--- config.mk ---
export PLATFORM = sky130hd
export DESIGN_NAME = mem_arbiter
export DESIGN_NICKNAME = d
export VERILOG_FILES = /design/src/rtl/mem_arbiter.sv
export SDC_FILE = /design/constraint.sdc
export NUM_CORES = 1
export LEC_CHECK = 0
export CORE_UTILIZATION = 40
export DETAILED_ROUTE_END_ITERATION = 16
export MAX_ROUTING_LAYER = met4
export PLACE_DENSITY = 0.72
export SETUP_SLACK_MARGIN = 0.3
export SLEW_MARGIN = 40
export SYNTH_ARGS = -nofsm -noshare
export SYNTH_HDL_FRONTEND = slang
export SYNTH_SLANG_ARGS = --single-unit
--- constraint.sdc ---
create_clock -name clk -period 6.6 [get_ports clk]
set_clock_uncertainty 0.05 [all_clocks]
set_input_delay 0.99 -clock clk [delete_from_list [all_inputs] [get_ports clk]]
set_output_delay 0.99 -clock clk [all_outputs]
set_load 0.05 [all_outputs]
--- src/rtl/mem_arbiter.sv ---
// Arbitrates IF and MEM onto one byte-wide RAM port; 1/2/4-byte transfers run as byte cycles.
// Latency: a read returns data N+2 cycles after acceptance, and a write completes N+1 cycles after acceptance.
// Backpressure: a requester holds req until its one-cycle ready pulse. MEM wins ties, and nothing is accepted in DONE.
module mem_arbiter #(
  parameter int ADDR_W = 17
) (
  input  logic              clk,
  input  logic              rst,
  input  logic              if_req,
  input  logic [31:0]       if_addr,
  output logic              if_ready,
  output logic [31:0]       if_data,
  input  logic              mem_req,
  input  logic              mem_we,
  input  logic [31:0]       mem_addr,
  input  logic [1:0]        mem_size,
  input  logic [31:0]       mem_wdata,
  output logic              mem_ready,
  output logic [31:0]       mem_rdata,
  output logic [ADDR_W-1:0] ram_addr,
  output logic              ram_wr,
  output logic [7:0]        ram_dout,
  input  logic [7:0]        ram_din
);

  typedef enum logic [1:0] {IDLE, READ, WRITE, DONE} state_t;

  state_t              state, state_nxt;
  logic                owner_mem;
  logic [ADDR_W-1:0]   base;
  logic [2:0]          nbytes;
  logic [2:0]          cnt;
  logic [2:0]          rcnt;
  logic [31:0]         wdata_q;
  logic [31:0]         asm_q;
  logic                rd_vld;
  logic                cap_vld;

  logic                accept;
  logic                sel_we;
  logic [ADDR_W-1:0]   sel_addr;
  logic [2:0]          sel_n;
  logic                wr_last;
  logic                rd_last;
  logic                unused_addr_bits;

  assign unused_addr_bits = ^{if_addr[31:ADDR_W], mem_addr[31:ADDR_W]};

  always_comb begin
    accept   = (state == IDLE) && (mem_req || if_req);
    sel_we   = mem_req && mem_we;
    sel_addr = mem_req ? mem_addr[ADDR_W-1:0] : if_addr[ADDR_W-1:0];
    if (!mem_req)               sel_n = 3'd4;
    else if (mem_size == 2'b00) sel_n = 3'd1;
    else if (mem_size == 2'b01) sel_n = 3'd2;
    else                        sel_n = 3'd4;
    wr_last  = (state == WRITE) && (cnt == nbytes);
    rd_last  = (state == READ) && cap_vld && (rcnt == nbytes - 3'd1);
  end

  always_comb begin
    state_nxt = state;
    case (state)
      IDLE:    if (accept) state_nxt = sel_we ? WRITE : READ;
      READ:    if (rd_last) state_nxt = DONE;
      WRITE:   if (wr_last) state_nxt = DONE;
      DONE:    state_nxt = IDLE;
      default: state_nxt = IDLE;
    endcase
  end

  always_ff @(posedge clk) begin
    if (rst) state <= IDLE;
    else     state <= state_nxt;
  end

  // cnt counts bytes already placed on the RAM bus.
  // rcnt counts bytes captured from ram_din, which trails the bus by one cycle.
  always_ff @(posedge clk) begin
    if (rst) begin
      owner_mem <= 1'b0;
      base      <= '0;
      nbytes    <= '0;
      cnt       <= '0;
      rcnt      <= '0;
      wdata_q   <= '0;
      asm_q     <= '0;
      rd_vld    <= 1'b0;
      cap_vld   <= 1'b0;
      ram_addr  <= '0;
      ram_wr    <= 1'b0;
      ram_dout  <= '0;
    end else begin
      case (state)
        IDLE: begin
          rd_vld   <= 1'b0;
          cap_vld  <= 1'b0;
          ram_addr <= '0;
          ram_wr   <= 1'b0;
          ram_dout <= '0;
          if (accept) begin
            owner_mem <= mem_req;
            base      <= sel_addr;
            nbytes    <= sel_n;
            wdata_q   <= sel_we ? mem_wdata : 32'd0;
            asm_q     <= '0;
            cnt       <= 3'd1;
            rcnt      <= '0;
            ram_addr  <= sel_addr;
            ram_wr    <= sel_we;
            ram_dout  <= sel_we ? mem_wdata[7:0] : 8'd0;
            rd_vld    <= ~sel_we;
          end
        end
        WRITE: begin
          if (cnt == nbytes) begin
            ram_addr <= '0;
            ram_wr   <= 1'b0;
            ram_dout <= '0;
          end else begin
            ram_addr <= base + ADDR_W'(cnt);
            ram_dout <= wdata_q[{cnt[1:0], 3'b000} +: 8];
            cnt      <= cnt + 3'd1;
          end
        end
        READ: begin
          cap_vld <= rd_vld;
          if (cnt != nbytes) begin
            ram_addr <= base + ADDR_W'(cnt);
            cnt      <= cnt + 3'd1;
            rd_vld   <= 1'b1;
          end else begin
            ram_addr <= '0;
            rd_vld   <= 1'b0;
          end
          if (cap_vld) begin
            asm_q[{rcnt[1:0], 3'b000} +: 8] <= ram_din;
            rcnt <= rcnt + 3'd1;
          end
        end
        DONE: begin
          rd_vld   <= 1'b0;
          cap_vld  <= 1'b0;
          ram_addr <= '0;
          ram_wr   <= 1'b0;
          ram_dout <= '0;
        end
        default: begin
          rd_vld  <= 1'b0;
          cap_vld <= 1'b0;
        end
      endcase
    end
  end

  assign if_ready  = (state == DONE) && !owner_mem;
  assign mem_ready = (state == DONE) && owner_mem;
  assign if_data   = if_ready  ? asm_q : 32'd0;
  assign mem_rdata = mem_ready ? asm_q : 32'd0;

endmodule
==> key figures <==
Status
  – Run status: complete, no violations

Power
  – LEAKAGE: roughly 3 nW
  – Sw Share: 0.376
  – Sequential share of power: 0.348
  – Clock group share of total power: 0.320
  – Total power: 2.74 mW
  – Internal Power: approximately 1.7 mW
  – Pwr dens: around 330 nW/µm²
  – Combinational share of power: 0.332
  – Psw: 1.03 mW
  – Maximum VDD drop: between 0.00015 and 0.0002 V

Setup path
  – Crit path kind: flop to output pin
  – Crit path arrival time: 2890 ps
  – CP Capture Type: output pin
  – Data required time at the worst endpoint: approximately 5600 ps
  – Startpoint types: flop
  – Critical path peak fanout: 37

Timing
  – Worst-Margin Slew: 803 ps
  – Setup TNS: 0 ps
  – Final Critical Period: 3930 ps
  – Final WS setup: around 2700 ps
  – Achievable clock frequency: 254 MHz
  – Final Hold Fails: 0
  – Fin crit share: 0.596
  – Slew margin rel.: 0.461
  – RSZ-0062 raised after global routing: false
  – Setup-failing EPs final: 0
  – Hold Slack: 409 ps
  – Slew Viols, Final: 0

Logic synthesis
  – Commonest cells in the netlist: dfxtp_1, nand2_1, nor2_1
  – Main area contributors after synthesis: dfxtp_1, a22oi_1, a21oi_1
  – Sequential element share of the synthesized area: 0.415
  – Synth cell types: 55
  – Synth Area per Inst: 8.71 µm²
  – Asr flop ratio synth: 0
  – EDFF count, synth: 0
  – Top-area cell type share of the netlist area: 0.415
  – Net Count, Synth: between 700 and 800
  – Synthesized area: 5830 µm²
  – Top_reg_cell synth: dfxtp_1
  – Yosys top cell by area: dfxtp_1
  – Count leader, synth: dfxtp_1
  – Synth Register Bits: about 120
  – Yosys synthesis warning count: 0
  – Mapped Cells: 670

Clock network
  – Clock latency on the worst-skew pair: 420 ps
  – Num CTS Buffers: 17
  – Root Buffer: clkbuf_16
  – CTS resizes: 0
  – Clk slew on worst S/H paths: approximately 60 ps
  – Number of post-CTS setup repair buffers: 0
  – CTS sink cnt: 121
  – H-tree depth: 4
  – CTS max path bufs: 2
  – TritonCTS clock tree: built
  – # hold bufs at CTS: 0

GRT
  – Grt ovf: 0
  – First-pass GRT wire length: approximately 25000 µm
  – Antenna violations before repair: 0
  – GRT Overall Usage: 0.217
  – Vias in the first global route: between 5000 and 6000
  – Largest net degree at the start of global routing: 93

Finish
  – Share of layout cells above drive strength 1: 0.0878
  – # diodes: 0
  – Layout Cells excl Fill: roughly 1000
  – Final Net Count: between 900 and 1000
  – FILL cells: roughly 1200
  – Area grow syn2layout: 41.1%

Floorplanning
  – Die Span X: about 120 µm
  – Std-Cell Rows: 43
  – Die ar.: 15100 µm²
  – Initial Utilization: 0.415
  – Die height: approximately 120 µm
  – I/O pin cnt: between 200 and 250
  – Core area: 14000 µm²

Route
  – Vias/cell: approximately 5.4
  – Post-route antenna net violation count: 0
  – Pre-Repair DR Iteration Count: 5
  – DR iter-0 viols: roughly 390
  – Final WL: about 15000 µm
  – DRC viols: 0
  – Vias: ~5400
  – Routed WL per cell: 15.3 µm

Place
  – Placed insts: 979
  – Routability Congestion: ~0.82
  – DP HPWL: roughly 11000 µm
  – PortBufs: about 170
  – Setup slack at placement: between 3000 and 4000 ps

Run
  – Max_cap viols: 0

Worst hold path
  – Worst hold path type: flop to flop
==> worst max-delay path, stage by stage, from the launching register on <==
cell and delay, ps:
dfxtp_1 400, ha_2 600, nor2b_1 200, buf_4 270
and2_1 180, clkdlybuf4s50_1 800
==> power groups by stage <==
stage	clock (mW)	sequential [mW]	combinational (mW)
2_1_floorplan	0	1.05	0.544
3_3_place_gp	0	0.962	0.876
6_report	0.878	0.954	0.912
3_5_place_dp	0	0.969	0.906
4_1_cts	0.897	0.954	0.910
5_1_grt	0.937	0.973	0.987
==> through the flow <==
stage / area, µm² / utilization
floorplan: 5830 / -
global placement: 7630 / 0.543
detailed placement: 7650 / 0.545
CTS: 8220 / 0.585
global route: 8230 / 0.586
finish: 8230 / 0.586
==> cell type report <==
| type | instances | area (µm²) | share of cell area |
|---|---|---|---|
| clock inverters | 13 | 123 | 0.0149 |
| flip-flops and latches | 121 | 2420 | 0.295 |
| repair buffers | 176 | 1750 | 0.213 |
| clock buffers | 19 | 453 | 0.0550 |
| inverters | 14 | 52.6 | 0.00638 |
| well taps | 180 | 225 | 0.0274 |
| multi-input cells | 488 | 3200 | 0.389 |
==> flip-flops by register name, summed over array words and instances, names as in the netlist <==
| name | cells |
|---|---|
| nbytes | 3 |
| asm_q | 32 |
| cnt | 3 |
| ram_dout | 8 |
| rcnt | 3 |
| base | 17 |
| state | 2 |
| rd_vld | 1 |
| wdata_q | 32 |
| ram_addr | 17 |
| ram_wr | 1 |
| owner_mem | 1 |
| cap_vld | 1 |
==> metal layers <==
metal | track usage | part of all wire | routed length [µm]
met4 | 0.106 | 0.027 | 413
met5 | - | 0 | 0
met2 | 0.358 | 0.49 | 7560
met3 | 0.0455 | 0.052 | 807
met1 | 0.249 | 0.43 | 6670
==> worst paths after layout <==
check	depth (start not counted)	endpoint	startpoint	slack, ps
worst min register to register	2	asm_q[13]	asm_q[13]	410
worst min-delay path	2	asm_q[13]	asm_q[13]	410
worst max register to register	8	ram_addr[16]	cnt[0]	4020
worst max-delay path	5	if_data[24]	state[0]	2670
==> kinds of logic (layout without fill, tap and decap cells) <==
| logic type | Yosys count | after routing | share of synthesized area |
|---|---|---|---|
| and+or+nand+nor | 277 | 277 | 0.237 |
| AOI/OAI and AO/OA | 148 | 148 | 0.167 |
| xor gates and xnor gates | 20 | 20 | 0.0363 |
| muxes | 27 | 27 | 0.0659 |
| adders and majority gates | 16 | 16 | 0.0356 |
| buffers and inverters | 61 | 222 | 0.0423 |
| DFF | 121 | 121 | 0.415 |
==> cell usage in the layout, fill, tap and decap left out, drive strengths merged, types with 2 or more instances in the layout <==
cell type	netlist	routed
xor2	11	11
o21ai	10	10
mux2i	8	8
nand4b	2	2
and2	37	37
nor3b	3	3
nand3	31	31
nor4	2	2
nor2	65	65
and3	34	34
a22oi	40	40
ha	15	15
a221oi	8	8
xnor2	8	8
a211oi	7	7
o22ai	2	2
nand2b	3	3
mux4	8	8
nor2b	12	12
nand2	66	66
clkinv	0	4
dfxtp	121	121
o32ai	4	4
clkbuf	34	19
and4	2	2
a31oi	2	2
a21oi	61	61
inv	14	15
clkinvlp	0	7
buf	13	5
nand4	3	3
mux2	11	11
clkdlybuf4s50	0	171
nor3	13	13
o211ai	3	3
o21a	3	3
Power figures use the tool's default switching activity.
